<file path="config.mk">
export PLATFORM = sky130hd
export DESIGN_NAME = rgmii_xmit_flat
export DESIGN_NICKNAME = d
export VERILOG_FILES = /design/src/rtl/rgmii_xmit_if.sv /design/src/rtl/rgmii_xmit.sv /design/src/flat_wrapper.sv
export SDC_FILE = /design/constraint.sdc
export NUM_CORES = 1
export LEC_CHECK = 0
export CORE_MARGIN = 2
export CORE_UTILIZATION = 45
export CTS_CLUSTER_SIZE = 16
export DETAILED_ROUTE_END_ITERATION = 6
export GPL_TIMING_DRIVEN = 0
export PLACE_DENSITY = 0.69
export SLEW_MARGIN = 15
export SYNTH_ARGS = -nofsm -noshare
export SYNTH_HDL_FRONTEND = slang
export SYNTH_SLANG_ARGS = --single-unit
</file>
<file path="constraint.sdc">
create_clock -name clk -period 2.02 [get_ports clk]
set_input_delay 0.303 -clock clk [delete_from_list [all_inputs] [get_ports clk]]
set_output_delay 0.303 -clock clk [all_outputs]
set_load 0.02 [all_outputs]
</file>
<file path="src/rtl/rgmii_xmit_if.sv">
// Payload stream, per-frame header fields and MII transmit side of rgmii_xmit.
interface rgmii_xmit_if;
  logic [47:0] dst_mac;
  logic [15:0] ethertype;
  logic [7:0]  s_tdata;
  logic        s_tvalid;
  logic        s_tlast;
  logic        s_tready;
  logic [3:0]  mii_txd;
  logic        mii_txctl;
  logic        busy;
  logic        frame_done;
  logic        tx_err;

  modport master (
    output dst_mac, ethertype, s_tdata, s_tvalid, s_tlast,
    input  s_tready, mii_txd, mii_txctl, busy, frame_done, tx_err
  );

  modport slave (
    input  dst_mac, ethertype, s_tdata, s_tvalid, s_tlast,
    output s_tready, mii_txd, mii_txctl, busy, frame_done, tx_err
  );
endinterface

</file>
<file path="src/rtl/rgmii_xmit.sv">
// Ethernet II nibble transmitter: preamble/SFD, DA, SA, type, payload, [pad with RGMII_XMIT_PAD_EN], FCS, IFG.
// Latency: first preamble nibble one cycle after the start request; payload byte accepted in N is on the wire at N+1/N+2.
// Backpressure: s_tready pulses once per byte on its last nibble slot; a missing byte there aborts the frame.
module rgmii_xmit #(
  parameter logic [47:0] MAC_ADDR    = 48'h0,
  parameter int          IFG_BYTES   = 12,
  parameter int          MIN_PAYLOAD = 46
) (
  input logic         clk,
  input logic         rst,
  rgmii_xmit_if.slave bus
);
  localparam int          IFG_CYC   = 2 * IFG_BYTES;
  localparam int          IFG_W     = $clog2(IFG_CYC + 1);
  localparam logic [10:0] MAX_BYTES = 11'd1500;
  localparam logic [10:0] SAT_BYTES = 11'd1501;

  if (MIN_PAYLOAD < 1 || MIN_PAYLOAD > 1500) begin : g_bad_min_payload
    $error("rgmii_xmit: MIN_PAYLOAD must be within 1..1500");
  end

  typedef enum logic [3:0] {
    S_IDLE, S_PREAMBLE, S_SFD, S_DEST, S_SOURCE, S_TYPE, S_PAYLOAD, S_PAD, S_FCS, S_IFG
  } state_t;

  state_t           state;
  logic [3:0]       nib_cnt;
  logic [10:0]      byte_cnt;
  logic [IFG_W-1:0] ifg_cnt;
  logic [47:0]      sh;
  logic [15:0]      type_q;
  logic [3:0]       hi_nib;
  logic             last_q;
  logic [31:0]      crc;
  logic [3:0]       txd_q;
  logic             txctl_q;
  logic             tready_q;
  logic             done_q;
  logic             err_q;

  // Reflected CRC-32 (0xEDB88320), one nibble LSB first.
  function automatic logic [31:0] crc_nib(input logic [31:0] c_in, input logic [3:0] d);
    logic [31:0] c;
    c = c_in;
    for (int i = 0; i < 4; i++) begin
      if (c[0] ^ d[i]) c = (c >> 1) ^ 32'hEDB88320;
      else             c = c >> 1;
    end
    return c;
  endfunction

  // crc holds every covered nibble already sent; crc_next folds in the one on the wire now.
  logic [31:0] crc_next;
  logic [31:0] fcs;
  assign crc_next = crc_nib(crc, txd_q);
  assign fcs      = ~crc_next;

  always_ff @(posedge clk) begin
    if (rst) begin
      state    <= S_IDLE;
      nib_cnt  <= '0;
      byte_cnt <= '0;
      ifg_cnt  <= '0;
      sh       <= '0;
      type_q   <= '0;
      hi_nib   <= '0;
      last_q   <= 1'b0;
      crc      <= 32'hFFFFFFFF;
      txd_q    <= '0;
      txctl_q  <= 1'b0;
      tready_q <= 1'b0;
      done_q   <= 1'b0;
      err_q    <= 1'b0;
    end else begin
      done_q   <= 1'b0;
      err_q    <= 1'b0;
      tready_q <= 1'b0;
      if (tready_q) begin
        // Byte slot: last TYPE nibble or high nibble of a non-last byte.
        crc <= crc_next;
        if (bus.s_tvalid) begin
          state    <= S_PAYLOAD;
          nib_cnt  <= '0;
          txd_q    <= bus.s_tdata[3:0];
          hi_nib   <= bus.s_tdata[7:4];
          last_q   <= bus.s_tlast;
          byte_cnt <= (byte_cnt == SAT_BYTES) ? byte_cnt : byte_cnt + 11'd1;
        end else begin
          state   <= S_IFG;
          ifg_cnt <= '0;
          txctl_q <= 1'b0;
          txd_q   <= '0;
          err_q   <= 1'b1;
        end
      end else begin
        case (state)
          S_IDLE: begin
            if (bus.s_tvalid) begin
              state    <= S_PREAMBLE;
              sh       <= bus.dst_mac;
              type_q   <= bus.ethertype;
              nib_cnt  <= '0;
              byte_cnt <= '0;
              crc      <= 32'hFFFFFFFF;
              txctl_q  <= 1'b1;
              txd_q    <= 4'h5;
            end
          end
          S_PREAMBLE: begin
            if (nib_cnt == 4'd14) begin
              state <= S_SFD;
              txd_q <= 4'hD;
            end else begin
              nib_cnt <= nib_cnt + 4'd1;
              txd_q   <= 4'h5;
            end
          end
          S_SFD: begin
            state   <= S_DEST;
            nib_cnt <= '0;
            txd_q   <= sh[3:0];
            sh      <= {4'd0, sh[47:4]};
            crc     <= 32'hFFFFFFFF;
          end
          S_DEST: begin
            crc <= crc_next;
            if (nib_cnt == 4'd11) begin
              state   <= S_SOURCE;
              nib_cnt <= '0;
              txd_q   <= MAC_ADDR[3:0];
              sh      <= {4'd0, MAC_ADDR[47:4]};
            end else begin
              nib_cnt <= nib_cnt + 4'd1;
              txd_q   <= sh[3:0];
              sh      <= {4'd0, sh[47:4]};
            end
          end
          S_SOURCE: begin
            crc <= crc_next;
            if (nib_cnt == 4'd11) begin
              state   <= S_TYPE;
              nib_cnt <= '0;
              txd_q   <= type_q[3:0];
              sh      <= {36'd0, type_q[15:4]};
            end else begin
              nib_cnt <= nib_cnt + 4'd1;
              txd_q   <= sh[3:0];
              sh      <= {4'd0, sh[47:4]};
            end
          end
          S_TYPE: begin
            crc      <= crc_next;
            nib_cnt  <= nib_cnt + 4'd1;
            txd_q    <= sh[3:0];
            sh       <= {4'd0, sh[47:4]};
            tready_q <= (nib_cnt == 4'd2);
          end
          S_PAYLOAD: begin
            crc <= crc_next;
            if (nib_cnt == 4'd0) begin
              nib_cnt  <= 4'd1;
              txd_q    <= hi_nib;
              tready_q <= !last_q && (byte_cnt != MAX_BYTES);
            end else if (last_q) begin
`ifdef RGMII_XMIT_PAD_EN
              if (byte_cnt < 11'(MIN_PAYLOAD)) begin
                state    <= S_PAD;
                nib_cnt  <= '0;
                txd_q    <= '0;
                byte_cnt <= byte_cnt + 11'd1;
              end else
`endif
              begin
                state   <= S_FCS;
                nib_cnt <= '0;
                txd_q   <= fcs[3:0];
                sh      <= {20'd0, fcs[31:4]};
              end
            end else begin
              // 1500 bytes sent and still no s_tlast: oversize abort.
              state   <= S_IFG;
              ifg_cnt <= '0;
              txctl_q <= 1'b0;
              txd_q   <= '0;
              err_q   <= 1'b1;
            end
          end
`ifdef RGMII_XMIT_PAD_EN
          S_PAD: begin
            crc <= crc_next;
            if (nib_cnt == 4'd0) begin
              nib_cnt <= 4'd1;
              txd_q   <= '0;
            end else if (byte_cnt == 11'(MIN_PAYLOAD)) begin
              state   <= S_FCS;
              nib_cnt <= '0;
              txd_q   <= fcs[3:0];
              sh      <= {20'd0, fcs[31:4]};
            end else begin
              nib_cnt  <= '0;
              txd_q    <= '0;
              byte_cnt <= byte_cnt + 11'd1;
            end
          end
`endif
          S_FCS: begin
            if (nib_cnt == 4'd7) begin
              state   <= S_IFG;
              ifg_cnt <= '0;
              txctl_q <= 1'b0;
              txd_q   <= '0;
              done_q  <= 1'b1;
            end else begin
              nib_cnt <= nib_cnt + 4'd1;
              txd_q   <= sh[3:0];
              sh      <= {4'd0, sh[47:4]};
            end
          end
          S_IFG: begin
            if (ifg_cnt == IFG_W'(IFG_CYC - 1)) state <= S_IDLE;
            else                                ifg_cnt <= ifg_cnt + 1'b1;
          end
          default: begin
            state   <= S_IDLE;
            txctl_q <= 1'b0;
            txd_q   <= '0;
          end
        endcase
      end
    end
  end

  assign bus.mii_txd    = txd_q;
  assign bus.mii_txctl  = txctl_q;
  assign bus.s_tready   = tready_q;
  assign bus.frame_done = done_q;
  assign bus.tx_err     = err_q;
  assign bus.busy       = (state != S_IDLE);
endmodule

</file>
<file path="src/flat_wrapper.sv">
// flat-port wrapper written by rule: the top's interface ports become plain ports
module rgmii_xmit_flat 
#(
  parameter logic [47:0] MAC_ADDR    = 48'h0,
  parameter int          IFG_BYTES   = 12,
  parameter int          MIN_PAYLOAD = 46
)
  (clk, rst, bus_dst_mac, bus_ethertype, bus_s_tdata, bus_s_tvalid, bus_s_tlast, bus_s_tready, bus_mii_txd, bus_mii_txctl, bus_busy, bus_frame_done, bus_tx_err);
  rgmii_xmit_if bus_i ();
  input logic clk;
  input logic rst;
  input wire logic [$bits(bus_i.dst_mac)-1:0] bus_dst_mac;
  input wire logic [$bits(bus_i.ethertype)-1:0] bus_ethertype;
  input wire logic [$bits(bus_i.s_tdata)-1:0] bus_s_tdata;
  input wire logic [$bits(bus_i.s_tvalid)-1:0] bus_s_tvalid;
  input wire logic [$bits(bus_i.s_tlast)-1:0] bus_s_tlast;
  output wire logic [$bits(bus_i.s_tready)-1:0] bus_s_tready;
  output wire logic [$bits(bus_i.mii_txd)-1:0] bus_mii_txd;
  output wire logic [$bits(bus_i.mii_txctl)-1:0] bus_mii_txctl;
  output wire logic [$bits(bus_i.busy)-1:0] bus_busy;
  output wire logic [$bits(bus_i.frame_done)-1:0] bus_frame_done;
  output wire logic [$bits(bus_i.tx_err)-1:0] bus_tx_err;
  assign bus_i.dst_mac = bus_dst_mac;
  assign bus_i.ethertype = bus_ethertype;
  assign bus_i.s_tdata = bus_s_tdata;
  assign bus_i.s_tvalid = bus_s_tvalid;
  assign bus_i.s_tlast = bus_s_tlast;
  assign bus_s_tready = bus_i.s_tready;
  assign bus_mii_txd = bus_i.mii_txd;
  assign bus_mii_txctl = bus_i.mii_txctl;
  assign bus_busy = bus_i.busy;
  assign bus_frame_done = bus_i.frame_done;
  assign bus_tx_err = bus_i.tx_err;
  rgmii_xmit #(.MAC_ADDR(MAC_ADDR), .IFG_BYTES(IFG_BYTES), .MIN_PAYLOAD(MIN_PAYLOAD)) u_core (.clk(clk), .rst(rst), .bus(bus_i));
endmodule
</file>
==> flow_summary.toml <==
[synthesis]
seq_area_frac_synth = 0.373
synth_top_area_share = 0.373
async_flop_share = 0
yosys_warnings = 0
synth_edf_count = 0
yosys-top-cells-count = "133 x dfxtp_1, 93 x nand2_1, 91 x nor2_1"
synth.avg_cell_area_um2 = 9.00
yosysTopAreaCell = "dfxtp_1"
yosysMostFrequentCell = "dfxtp_1"
synth_cells = 793
ys.flop_type = "dfxtp_1"
ys_types = 87
netlist_area_um2 = 7140
synth_area_leaders = "dfxtp_1 37%, nand2_1 4.9%, a221oi_2 4.8%, nor2_1 4.8%, xnor2_1 3.6%"
synth-seq-cells = 133
synth_nets = 876

[critical_path]
crit_path_start_kind = "register"
arrival_ns = 2.51
critPathMaxStageDelay_ns = 0.50
cp_max_fo = 9
cp_data_required_time_ns = 2.29
cp_top_family = "simple AND/OR/NAND/NOR gates"
crit_type = "register to register"
cp_cell_sequence = "inv_4, ha_4, or3b_4, a21oi_4, or4_4, buf_12, buf_12, a221oi_4, a211oi_2"
critPathSlowestCell = "or4_4"
endpoint_kind = "register"
cp_common_cell = "buf_12"
critPathBufInv = 3

[flow_run]
maxCapViolCount = 0

[clock_network]
clkLatencyLatePin_ns = 0.43
clockRootBuffer = "clkbuf_16"
cts-hold-fix-buffers = 0
cts.path.max_buffers = 2
numCtsBuffers = 17
cts_tree = "done"
clkTransAtPathRegs_ns = 0.06
htree_levels = 4
cts_sinks = 133

[grt]
grt_pass1_wl_um = 35000
grt_util_met1 = 0.374
grt_overflow = 0
use_met3 = 0.0545
grt_usage = 0.269
grt_pass1_vias = 6444
use_met2 = 0.411
busiest_layer = "met2"
grt_max_degree = 17
antenna_found_initial = 0

[finish]
multiInputGateArea_um2 = 4760
seq_area_um2 = 2680
fin_area_um2 = 10300
syn2layout_area_growth_pct = 44.5
num-fill-cells = 1241
n_antenna_cell = 0
drive_gt1_frac = 0.302
finalNetCount = 1032

[timing]
hold_violations = 0
min_period_ns = 2.23
finalCritPeriodShare = 1.11
setup_viol = 50
rsz0062_at_grt = "true"
fin_ws_ns = -0.214
worst_pin_slew_ns = 0.812
relSlewSlack = 0.459
max_freq_mhz = 448
fin_worst_skew_ns = 0.00848
tns_ns = -5.46
slew_violations = 0

[pwr]
power_density_nw_per_um2 = 1520
ir_drop_mv = 0.916
finalPower_w = 0.0157
leakagePower_nw = 3.66

[detailed_routing]
vias_per_cell = 5.93
drc = 0
wire_per_inst_um = 20.1
ant_nets = 0
drt-initial-drc-count = 717
routed_wl_um = 23700
vias = 6986
dr.pass1.iters = 6

[floorplanning]
core_um2 = 15700
die-area_um2 = 16900
ioPinCount = 85
die_y_um = 130
num_rows = 46
die_x_um = 130
start_util = 0.454

[run_status]
failed_checks = "setup timing"
outcome = "finished, violations left"

[placement]
hpwlAfterDp_um = 15400
placed_cell_area_um2 = 8260
port_buffers = 83
gp_congestion = 0.965
pre_cts_ws_ns = -0.587

[min_path]
hold_path_class = "primary input to register"
## worst paths after layout
path                                       start                        endpoint  slack, ns  depth (start not counted)
setup reg to reg  u_core.nib_cnt[0]$_SDFFE_PP0P_       u_core.sh[1]$_SDFFE_PP0P_      -0.21                          9
hold reg to reg    u_core.hi_nib[2]$_SDFFE_PP0P_   u_core.hi_nib[2]$_SDFFE_PP0P_       0.45                          2
hold / removal                 bus_ethertype[14]  u_core.type_q[14]$_SDFFE_PP0P_       0.42                          3
setup / recovery  u_core.nib_cnt[0]$_SDFFE_PP0P_       u_core.sh[1]$_SDFFE_PP0P_      -0.21                          9
## flip-flops by register name, summed over array words and instances, names as in the netlist, 4 cells and up
name / cells
u_core.sh: 48
u_core.bus.mii_txd: 4
u_core.crc: 32
u_core.type_q: 16
u_core.ifg_cnt: 5
u_core.nib_cnt: 4
u_core.state: 4
u_core.hi_nib: 4
u_core.byte_cnt: 11
## kinds of logic (layout without fill, tap and decap cells)
group | after synthesis | count (layout) | share of synthesized area
buf+inv | 79 | 248 | 0.0631
simple gates | 297 | 297 | 0.210
compound gates | 229 | 229 | 0.265
mux | 2 | 2 | 0.00298
flops | 133 | 133 | 0.373
fa+ha+maj | 7 | 7 | 0.0123
xor+xnor | 46 | 46 | 0.0736
## final cells by class
type / instances / share of cell area
Multi-Input combinational cell: 581 / 0.461
Sequential cell: 133 / 0.260
Timing Repair Buffer: 141 / 0.136
Buffer: 62 / 0.0484
Clock buffer: 21 / 0.0466
Tap cell: 216 / 0.0262
Clock inverter: 11 / 0.0165
Inverter: 13 / 0.00534
## where the power goes
part | leakage, nW | switching [W] | total (W) | internal, W
Sequential | 1.09 | 0.000577 | 0.00384 | 0.00326
Clock | 0.324 | 0.00122 | 0.00342 | 0.00220
Combinational | 2.24 | 0.00444 | 0.00841 | 0.00397
Total | 3.66 | 0.00623 | 0.0157 | 0.00944
## stage by stage
| stage | std cells | hold slack, ns | utilization |
|---|---|---|---|
| 2_1_floorplan | 793 | 0.436 | - |
| 6_report | 1178 | 0.420 | 0.656 |
| 3_5_place_dp | 1092 | 0.446 | 0.526 |
| 5_1_grt | 1178 | 0.429 | 0.656 |
| 4_1_cts | 1138 | 0.409 | 0.600 |
| 3_3_place_gp | 1092 | 0.443 | 0.526 |
## cell usage in the layout (no fill, tap or decap), types with 6 or more instances in the layout
cell / synthesis / final
a211oi_1: 10 / 6
a211oi_2: 15 / 19
a21oi_1: 49 / 40
a21oi_2: 9 / 11
a21oi_4: 0 / 7
a221oi_2: 23 / 18
a221oi_4: 0 / 20
a2bb2oi_1: 14 / 14
a311oi_1: 9 / 6
a31oi_1: 7 / 6
buf_12: 4 / 8
buf_2: 20 / 6
buf_4: 6 / 53
buf_6: 4 / 10
buf_8: 1 / 6
clkbuf_1: 30 / 9
clkbuf_16: 0 / 20
clkbuf_2: 0 / 12
clkbuf_4: 0 / 12
clkdlybuf4s50_1: 0 / 82
dfxtp_1: 133 / 126
inv_1: 13 / 9
nand2_1: 93 / 93
nand3_1: 15 / 14
nor2_1: 91 / 87
nor3_1: 22 / 17
nor3_2: 11 / 16
o21ai_0: 14 / 13
o22ai_1: 24 / 24
xnor2_1: 29 / 27
xor2_1: 8 / 8
## metal layers
layer | vias up | share of wire
met5 | - | 0
met4 | 0 | 0.034
met3 | 76 | 0.077
met2 | 356 | 0.45
met1 | 3290 | 0.44
li1 | 3264 | -
## what timing repair did
| item | in CTS | in global routing |
|---|---|---|
| pin swaps | 21 | 33 |
| setup endpoints to repair | 128 | 130 |
| setup buffers | 16 | 36 |
| gates resized for setup | 88 | 124 |
| cloned | 1 | 5 |
## worst min-delay path: stages
cell and delay, ns:
clkdlybuf4s50_1 0.39, nand2_1 0.05, a21oi_1 0.05
Power figures use the tool's default switching activity.
